[src/rtl/issue_unit_pkg.sv]
// Shared definitions for the issue unit: FU and operator codes, operand-select
// bit positions, issue-queue entry layout and the staging FSM state type.
package issue_unit_pkg;

  localparam int ISSUE_Q_WIDTH = 123;
  localparam int NUM_FU        = 4;
  localparam int NUM_REGS      = 32;
  localparam int REG_AW        = 5;

  typedef enum logic [1:0] {
    FU_ALU = 2'd0,
    FU_LSU = 2'd1,
    FU_BPU = 2'd2,
    FU_CSR = 2'd3
  } fu_e;

  typedef enum logic [3:0] {
    OP_ADD   = 4'd0,
    OP_SUB   = 4'd1,
    OP_AND   = 4'd2,
    OP_OR    = 4'd3,
    OP_XOR   = 4'd4,
    OP_SLL   = 4'd5,
    OP_SRL   = 4'd6,
    OP_SRA   = 4'd7,
    OP_SLT   = 4'd8,
    OP_SLTU  = 4'd9,
    OP_LD    = 4'd10,
    OP_ST    = 4'd11,
    OP_BEQ   = 4'd12,
    OP_BNE   = 4'd13,
    OP_JAL   = 4'd14,
    OP_CSRRW = 4'd15
  } operator_e;

  localparam int OPND_PC  = 0;
  localparam int OPND_IMM = 1;
  localparam int OPND_RS2 = 2;
  localparam int OPND_RS1 = 3;

  localparam int FUNC_LSB   = 0;
  localparam int FUNC_W     = 2;
  localparam int OPTR_LSB   = 2;
  localparam int OPTR_W     = 4;
  localparam int OPND_LSB   = 6;
  localparam int OPND_W     = 4;
  localparam int IMM_LSB    = 10;
  localparam int IMM_W      = 32;
  localparam int RS1_LSB    = 42;
  localparam int RS2_LSB    = 47;
  localparam int RD_LSB     = 52;
  localparam int RD_WEN_BIT = 57;
  localparam int TAKEN_BIT  = 58;
  localparam int NXT_PC_LSB = 59;
  localparam int CUR_PC_LSB = 91;
  localparam int PC_W       = 32;

  typedef enum logic {
    ST_EMPTY = 1'b0,
    ST_HELD  = 1'b1
  } state_e;

  function automatic logic [NUM_FU-1:0] fu_onehot(input logic [FUNC_W-1:0] fu);
    return 4'b0001 << fu;
  endfunction

endpackage

[src/rtl/issue_unit_scoreboard.sv]
// Register busy-bit scoreboard: one bit per architectural register, x0 never busy.
// A set and a clear of the same register in one cycle resolve as set.
module issue_scoreboard
  import issue_unit_pkg::*;
(
  input  logic              clk,
  input  logic              rst_n,
  input  logic              set_en,
  input  logic [REG_AW-1:0] set_addr,
  input  logic              clr_en,
  input  logic [REG_AW-1:0] clr_addr,
  input  logic [REG_AW-1:0] lkp_rs1_addr,
  input  logic [REG_AW-1:0] lkp_rs2_addr,
  input  logic [REG_AW-1:0] lkp_rd_addr,
  output logic              lkp_rs1_busy,
  output logic              lkp_rs2_busy,
  output logic              lkp_rd_busy
);

  logic [NUM_REGS-1:0] busy_q;
  logic [NUM_REGS-1:0] busy_d;

  always_comb begin
    busy_d = busy_q;
    if (clr_en) busy_d[clr_addr] = 1'b0;
    if (set_en) busy_d[set_addr] = 1'b1;
    busy_d[0] = 1'b0;
  end

  always_ff @(posedge clk or negedge rst_n) begin
    if (!rst_n) busy_q <= '0;
    else        busy_q <= busy_d;
  end

  assign lkp_rs1_busy = busy_q[lkp_rs1_addr];
  assign lkp_rs2_busy = busy_q[lkp_rs2_addr];
  assign lkp_rd_busy  = busy_q[lkp_rd_addr];

endmodule

[src/rtl/issue_unit.sv]
// Single-entry issue stage: pops the issue queue, checks register hazards and
// dispatches one-hot to a functional unit. Option macro: ISSUE_UNIT_WB_BYPASS_EN.
module issue_unit #(
  parameter int ISSUE_Q_WIDTH = issue_unit_pkg::ISSUE_Q_WIDTH,
  parameter int DATA_WIDTH    = 32,
  parameter int ADDR_WIDTH    = 32
) (
  input  logic                     clk,
  input  logic                     rst_n,
  input  logic                     issue_q_rok,
  output logic                     issue_q_ren,
  input  logic [ISSUE_Q_WIDTH-1:0] issue_q_rdata,
  output logic [4:0]               rf_rs1_addr,
  output logic [4:0]               rf_rs2_addr,
  input  logic [DATA_WIDTH-1:0]    rf_rs1_data,
  input  logic [DATA_WIDTH-1:0]    rf_rs2_data,
  output logic [3:0]               disp_valid,
  input  logic [3:0]               disp_ready,
  output logic [3:0]               disp_operator,
  output logic [DATA_WIDTH-1:0]    disp_op1,
  output logic [DATA_WIDTH-1:0]    disp_op2,
  output logic [DATA_WIDTH-1:0]    disp_imm,
  output logic [4:0]               disp_rd,
  output logic                     disp_rd_wen,
  output logic [ADDR_WIDTH-1:0]    disp_cur_pc,
  output logic [ADDR_WIDTH-1:0]    disp_nxt_pc,
  output logic                     disp_taken,
  input  logic                     wb_valid,
  input  logic [4:0]               wb_rd,
  input  logic [DATA_WIDTH-1:0]    wb_data,
  input  logic                     flush
);

  import issue_unit_pkg::*;

  state_e                   state_q, state_d;
  logic [ISSUE_Q_WIDTH-1:0] entry_q, entry_d;

  logic [FUNC_W-1:0] e_func;
  logic [OPTR_W-1:0] e_optr;
  logic [OPND_W-1:0] e_opnd;
  logic [IMM_W-1:0]  e_imm;
  logic [REG_AW-1:0] e_rs1, e_rs2, e_rd;
  logic              e_rd_wen, e_taken;
  logic [PC_W-1:0]   e_nxt_pc, e_cur_pc;

  assign e_func   = entry_q[FUNC_LSB +: FUNC_W];
  assign e_optr   = entry_q[OPTR_LSB +: OPTR_W];
  assign e_opnd   = entry_q[OPND_LSB +: OPND_W];
  assign e_imm    = entry_q[IMM_LSB +: IMM_W];
  assign e_rs1    = entry_q[RS1_LSB +: REG_AW];
  assign e_rs2    = entry_q[RS2_LSB +: REG_AW];
  assign e_rd     = entry_q[RD_LSB +: REG_AW];
  assign e_rd_wen = entry_q[RD_WEN_BIT];
  assign e_taken  = entry_q[TAKEN_BIT];
  assign e_nxt_pc = entry_q[NXT_PC_LSB +: PC_W];
  assign e_cur_pc = entry_q[CUR_PC_LSB +: PC_W];

  logic busy_rs1, busy_rs2, busy_rd;
  logic hit_rs1, hit_rs2, hit_rd;
  logic hazard, fire, pop, sb_set;
  logic [DATA_WIDTH-1:0] src1_data, src2_data;

  // A writeback landing this cycle counts as already retired for the hazard
  // check and supplies the operand directly.
`ifdef ISSUE_UNIT_WB_BYPASS_EN
  assign hit_rs1   = wb_valid & (wb_rd == e_rs1) & (e_rs1 != '0);
  assign hit_rs2   = wb_valid & (wb_rd == e_rs2) & (e_rs2 != '0);
  assign hit_rd    = wb_valid & (wb_rd == e_rd) & (e_rd != '0);
  assign src1_data = hit_rs1 ? wb_data : rf_rs1_data;
  assign src2_data = hit_rs2 ? wb_data : rf_rs2_data;
`else
  logic [DATA_WIDTH-1:0] unused_wb_data;
  assign hit_rs1        = 1'b0;
  assign hit_rs2        = 1'b0;
  assign hit_rd         = 1'b0;
  assign src1_data      = rf_rs1_data;
  assign src2_data      = rf_rs2_data;
  assign unused_wb_data = wb_data;
`endif

  assign hazard = (e_opnd[OPND_RS1] & busy_rs1 & ~hit_rs1)
                | (e_opnd[OPND_RS2] & busy_rs2 & ~hit_rs2)
                | (e_rd_wen & busy_rd & ~hit_rd);

  always_comb begin
    disp_valid = '0;
    if ((state_q == ST_HELD) && !hazard && !flush) disp_valid = fu_onehot(e_func);
  end

  assign fire        = |(disp_valid & disp_ready);
  assign issue_q_ren = ~flush & ((state_q == ST_EMPTY) | fire);
  assign pop         = issue_q_ren & issue_q_rok;
  assign sb_set      = fire & e_rd_wen & (e_rd != '0);

  always_comb begin
    state_d = state_q;
    entry_d = entry_q;
    if (pop) entry_d = issue_q_rdata;
    if (flush) begin
      state_d = ST_EMPTY;
    end else if (state_q == ST_EMPTY) begin
      if (pop) state_d = ST_HELD;
    end else if (fire) begin
      state_d = pop ? ST_HELD : ST_EMPTY;
    end
  end

  always_ff @(posedge clk or negedge rst_n) begin
    if (!rst_n) begin
      state_q <= ST_EMPTY;
      entry_q <= '0;
    end else begin
      state_q <= state_d;
      entry_q <= entry_d;
    end
  end

  issue_scoreboard u_scoreboard (
    .clk          (clk),
    .rst_n        (rst_n),
    .set_en       (sb_set),
    .set_addr     (e_rd),
    .clr_en       (wb_valid),
    .clr_addr     (wb_rd),
    .lkp_rs1_addr (e_rs1),
    .lkp_rs2_addr (e_rs2),
    .lkp_rd_addr  (e_rd),
    .lkp_rs1_busy (busy_rs1),
    .lkp_rs2_busy (busy_rs2),
    .lkp_rd_busy  (busy_rd)
  );

  always_comb begin
    disp_op1 = '0;
    if (e_opnd[OPND_RS1])     disp_op1 = src1_data;
    else if (e_opnd[OPND_PC]) disp_op1 = DATA_WIDTH'(e_cur_pc);
    disp_op2 = '0;
    if (e_opnd[OPND_RS2])      disp_op2 = src2_data;
    else if (e_opnd[OPND_IMM]) disp_op2 = DATA_WIDTH'(e_imm);
  end

  assign rf_rs1_addr   = e_rs1;
  assign rf_rs2_addr   = e_rs2;
  assign disp_operator = e_optr;
  assign disp_imm      = DATA_WIDTH'(e_imm);
  assign disp_rd       = e_rd;
  assign disp_rd_wen   = e_rd_wen;
  assign disp_cur_pc   = ADDR_WIDTH'(e_cur_pc);
  assign disp_nxt_pc   = ADDR_WIDTH'(e_nxt_pc);
  assign disp_taken    = e_taken;

endmodule

[config.mk]
export PLATFORM = sky130hd
export DESIGN_NAME = issue_unit
export DESIGN_NICKNAME = d
export VERILOG_FILES = /design/src/rtl/issue_unit_pkg.sv /design/src/rtl/issue_unit_scoreboard.sv /design/src/rtl/issue_unit.sv
export SDC_FILE = /design/constraint.sdc
export NUM_CORES = 1
export LEC_CHECK = 0
export CAP_MARGIN = 20
export CORE_AREA = 2 2 165 167
export DETAILED_ROUTE_END_ITERATION = 6
export DIE_AREA = 0 0 167 169
export PLACE_DENSITY = 0.77
export REMOVE_ABC_BUFFERS = 1
export SYNTH_ARGS = -nofsm -noshare
export SYNTH_HDL_FRONTEND = slang
export SYNTH_SLANG_ARGS = --single-unit
[constraint.sdc]
create_clock -name clk -period 4.1 [get_ports clk]
set_input_delay 1.23 -clock clk [delete_from_list [all_inputs] [get_ports clk]]
set_output_delay 1.23 -clock clk [all_outputs]
set_load 0.01 [all_outputs]
==> impl_metrics.tcl, run 1 <==
set metrics [dict create \
    fill_cells 2341 \
    synth.distinct_cells 47 \
    diodes 0 \
    drt_first_iter_violations 373 \
    syn_to_final_growth_pct 47.8 \
    grtUsageTotal_pct 17.3 \
    r2r-end "entry_q[15]" \
    cpPeakStageDelay_ns 0.39 \
    rsz0062_at_grt "yes" \
    post-dp-hpwl_um 19000 \
    max_freq_mhz 252 \
    synth_area_um2 8710 \
    cap_violations 0 \
    path_cells "buf_12 -> mux2i_1 -> nor2_1 -> nor4_4 -> buf_4 -> o211ai_1 -> and2_4 -> buf_4 -> o21ai_2 -> nor2b_2 -> buf_2" \
    finalSetupViolCount 0 \
    dr_total_vias 6752 \
    cts.sinks 155 \
    skew_ns 0.0136 \
    crit_fanout 13 \
    r2r_setup_slack_ns 0.84 \
    power_density_nw_per_um2 770 \
    synth_top_cell_by_area "dfrtp_1" \
    synth_area_leaders "dfrtp_1, mux2_4, buf_4" \
    drv_slew 0 \
    routed_via_density 5.04 \
    netlist_instances 701 \
    ys_dominant_reg_cell "dfrtp_1" \
    grt_max_degree 79 \
    core_area_um2 26500 \
    grt_overflow 0 \
    status "completed" \
    start_kind "register" \
    synth_edf_count 0 \
    path_class "register to output pin" \
    slew_headroom_pct 50.3 \
    num_rows 60 \
    dieArea_um2 28200 \
    die_x_um 167 \
    ys_warn_count 0 \
    ys_seq_area_share_pct 44.5 \
    vdd_drop_max_mv 0.377 \
    max_slew.worst_pin.slew_ns 0.746 \
    hold_depth 1 \
    cts_tree "done" \
    gp_congestion 0.861 \
    worstHoldEndpoint "entry_q[6]" \
    dpl_cell_area_um2 12100 \
    antenna_found_initial 0 \
    tns_ns 0 \
    design_area_um2 12900 \
    synth_most_common_cell "dfrtp_1" \
    finalHoldViolCount 0 \
    async_flop_share_pct 100 \
    syn-mean-instance-area_um2 12.4 \
    hold_class "register to register" \
    finalWirelength_um 25600 \
    firstDrtPassIters 7 \
    nets 1219 \
    ctsLongestPathBuffers 2 \
    synth_common_cells "dfrtp_1, buf_4, mux2_4" \
    htreeDepth 4 \
    crit_buf_inv 4 \
    cp_common_cell "buf_4" \
    clk_latency_ns 0.42 \
    cts_buffers 17 \
    synth_seq_cells 155 \
    cellLeakagePower_nw 5.41 \
    grt_pass1_wl_um 38600 \
    yosysTopAreaCellShare_pct 44.5 \
    start_util_pct 32.9 \
    fin_crit_sh_pct 96.9 \
    end_kind "output pin" \
    die_y_um 169 \
    critPathArrivalTime_ns 2.74 \
    drc 0 \
    io_buffers 386 \
    fin_crit_ns 3.97 \
    root_buffer "clkbuf_16" \
    clk_pin_slew_worst_paths_ns 0.06 \
    r2r-start "entry_q[48]" \
    io_pins 419 \
    worst_r2r_path_depth 9 \
    grt_pass1_vias 6876 \
    antenna_left 0 \
    wire_per_inst_um 19.1 \
    cp.required_ns 2.87 \
    finalPower_mw 9.91 \
    drive_gt1_share_pct 23.3 \
    cp_slowest_cell "dfrtp_1" \
    worstHoldStart "entry_q[6]" \
    path_delay_family "simple AND/OR/NAND/NOR gates" \
]
## registers in the layout (all words and copies together) (netlist names)
signal and cells:
entry_q 123, u_scoreboard.busy_q 31, state_q 1
## report_power, final
group	internal [mW]	switching (mW)	total, mW
Combinational	3.30	2.06	5.36
Sequential	2.22	0.738	2.96
Clock	0.955	0.643	1.60
## metrics by stage
| stage | utilization (%) | setup WS (ns) | hold slack [ns] | instances |
|---|---|---|---|---|
| floorplan | - | -2.49 | 0.474 | 547 |
| global placement | 45.8 | -0.128 | 0.486 | 1302 |
| detailed placement | 45.8 | -0.154 | 0.493 | 1302 |
| CTS | 48.3 | -0.0274 | 0.507 | 1337 |
| global route | 48.6 | -0.0625 | 0.519 | 1339 |
| finish | 48.6 | 0.126 | 0.505 | 1339 |
## kinds of logic after synthesis
family,Yosys count,share of synthesized area [%]
compound gates,156,12.6
buf+inv,158,13.4
flops,155,44.5
mux,164,24.7
simple gates,68,4.87
## cell type report
| type | instances | area [um^2] | area share, % |
|---|---|---|---|
| Timing Repair Buffer | 420 | 4150 | 32.2 |
| Sequential cell | 155 | 3880 | 30.1 |
| Multi-Input combinational cell | 388 | 3820 | 29.7 |
| Clock buffer | 20 | 437 | 3.39 |
| Tap cell | 341 | 427 | 3.31 |
| Clock inverter | 11 | 148 | 1.15 |
| Inverter | 4 | 15.0 | 0.117 |
## layer usage
| metal | wire length, um | track usage, % | vias up |
|---|---|---|---|
| met5 | 0 | 0 | - |
| met4 | 384 | 5.13 | 0 |
| met3 | 2130 | 5.56 | 32 |
| met2 | 12200 | 27.8 | 357 |
| met1 | 10900 | 22.4 | 3349 |
| li1 | - | - | 3014 |
## repair_timing
item | CTS | global route
gates resized for setup | 25 | 28
endpoints found under the setup margin | 5 | 5
setup buffers | 4 | 2
hold buffers | 0 | 0
pin swaps | 5 | 6
## worst max-delay path by stage
stage	start	endpoint	depth (start not counted)
floorplan	disp_ready[3]	entry_q[122]	4
finish	entry_q[53]	issue_q_ren	11
detailed placement	flush	disp_valid[3]	5
global route	entry_q[53]	issue_q_ren	11
CTS	entry_q[48]	disp_valid[3]	8
global placement	flush	disp_valid[3]	5
## cells in the final DEF, fill, tap and decap left out, types with 3 or more instances in the layout
cell type,n
nand2_1,10
clkbuf_1,3
mux4_2,7
inv_1,4
bufinv_16,3
buf_4,30
nand3b_1,12
clkinvlp_4,4
nor2_1,6
mux2_2,58
a21oi_1,3
o21ai_0,64
o22ai_2,3
nand3_1,9
nor2b_1,4
nand2b_1,3
buf_2,3
buf_12,4
a22o_1,64
dfrtp_1,153
nor2b_2,3
mux2_4,70
or3b_2,3
mux2i_1,27
clkdlybuf4s50_1,380
a22oi_1,3
clkbuf_16,17
Power figures use the tool's default switching activity.
==> inputs of run 2 (changes only) <==
Settings changed: CORE_AREA 2 2 165 167 to 2 2 161 163, DIE_AREA 0 0 167 169 to 0 0 163 165, DONT_BUFFER_PORTS from default to 1, PLACE_DENSITY 0.77 to 0.59, SKIP_CTS_REPAIR_TIMING from default to 1.
==> run 2 against run 1 <==
Combinational power down 45%. Worst setup slack better by 0.012 ns. Clock power up 3%. Register-to-register slack better by 0.23 ns. Sequential cell count unchanged. Final area down 30%. Critical path depth down 2. Fmax up 0.31%. Die area down 4.7%. Hold slack worse by 0.0076 ns. Critical endpoint is now disp_valid[2]. Largest power group is now registers.
==> impl_metrics.tcl, run 2 (synthesis gave the netlist of run 1 again) <==
set metrics [dict create \
    die_y_um 165 \
    crit_buf_inv 3 \
    antenna_left 0 \
    clk_latency_ns 0.42 \
    cp_slowest_cell "mux4_2" \
    io_pins 419 \
    drt_first_iter_violations 371 \
    hold_class "input pin to asynchronous set/reset pin" \
    critPathArrivalTime_ns 2.73 \
    cts_buffers 17 \
    grt_pass1_vias 5473 \
    fin_crit_ns 3.96 \
    skew_ns 0.0116 \
    path_delay_family "multiplexers" \
    vdd_drop_max_mv 0.338 \
    r2r_setup_slack_ns 1.07 \
    cp.required_ns 2.87 \
    start_util_pct 34.8 \
    max_slew.worst_pin.slew_ns 0.496 \
    drv_slew 0 \
    dieArea_um2 26900 \
    end_kind "output pin" \
    holdWs_ns 0.497 \
    nets 831 \
    syn_to_final_growth_pct 2.83 \
    fin_crit_sh_pct 96.6 \
    drive_gt1_share_pct 36.2 \
    regMostFlops "entry_q" \
    htreeDepth 4 \
    crit_cells 9 \
    r2r-end "entry_q[28]" \
    final_cell_mix "dfrtp_1, mux2_4, o21ai_0, a22o_1, mux2_2" \
    post-dp-hpwl_um 17400 \
    design_area_um2 8960 \
    cp_common_cell "buf_4" \
    antenna_found_initial 4 \
    grtUsageTotal_pct 16.5 \
    dpl_cell_area_um2 8200 \
    start_kind "register" \
    drc 0 \
    finalSetupViolCount 0 \
    r2r-start "entry_q[48]" \
    final_common_cell "dfrtp_1" \
    cts_tree "done" \
    pre_cts_slack_ns 0.197 \
    finalNonFillerCells 943 \
    cpPeakStageDelay_ns 0.49 \
    io_buffers 0 \
    cellLeakagePower_nw 3.91 \
    root_buffer "clkbuf_16" \
    grt_overflow 0 \
    final_util_pct 35.8 \
    worst_r2r_path_depth 9 \
    core_area_um2 25000 \
    wire_per_inst_um 25.0 \
    path_class "register to output pin" \
    clk_pin_slew_worst_paths_ns 0.07 \
    finalWirelength_um 23500 \
    cap_violations 0 \
    num_rows 58 \
    gp_congestion 0.901 \
    die_x_um 163 \
    finalHoldViolCount 0 \
    dr_total_vias 5301 \
    slew_headroom_pct 66.8 \
    largest_reg_flops 123 \
    path_cells "buf_4 -> mux4_2 -> mux2i_1 -> nand2_1 -> o211ai_4 -> nand3b_1 -> buf_4 -> nor4b_1 -> buf_4" \
    largestRegisters "entry_q x123, u_scoreboard.busy_q x31, state_q x1" \
    crit_fanout 6 \
    finalPower_mw 7.93 \
    routed_via_density 5.62 \
    tns_ns 0 \
    rsz0062_at_grt "yes" \
    cts.sinks 155 \
    power_density_nw_per_um2 885 \
    ctsLongestPathBuffers 2 \
    dp.cells 901 \
    status "completed" \
    grt_pass1_wl_um 33000 \
    max_freq_mhz 252 \
    setup_slack_ns 0.139 \
    firstDrtPassIters 4 \
    grt_max_degree 156 \
]
[run 2: how the worst max path moves through the flow]
stage | from | endpoint | slack (ns)
finish | entry_q[48] | disp_valid[2] | 0.14
global route | entry_q[48] | disp_valid[2] | -0.01
CTS | entry_q[48] | disp_valid[1] | -0.27
detailed placement | entry_q[48] | disp_valid[1] | 0.20
global placement | entry_q[48] | disp_valid[2] | 0.21
floorplan | disp_ready[3] | entry_q[122] | -2.49
[run 2: power breakdown]
| part | switching, mW | internal [mW] |
|---|---|---|
| clock | 0.767 | 0.888 |
| sequential | 1.12 | 2.22 |
| combinational | 1.34 | 1.59 |
| total | 3.23 | 4.70 |
[run 2: layer usage]
layer  GRT usage [%]  vias up  wire length, um
met5               0        -               27
met4            5.59        4              357
met3            4.57       24             2000
met2            27.8      329            11800
met1            20.6     2682             9390
li1                -     2262                -
[run 2: worst register-to-register path, delay by kind of cell, from the launching register on]
family	cells	cell delay (ns)
mux	3	1.05
compound gates	2	0.79
flops	1	0.45
buf+inv	2	0.37
simple gates	2	0.26
[run 2: final cells by class]
class / count / area (um^2)
Fill cell: 2444 / 16100
Sequential cell: 155 / 3890
Tap cell: 330 / 413
Multi-Input combinational cell: 388 / 3730
Timing Repair Buffer: 32 / 297
Antenna cell: 2 / 5.00
Clock inverter: 15 / 188
Clock buffer: 17 / 425
Inverter: 4 / 15.0
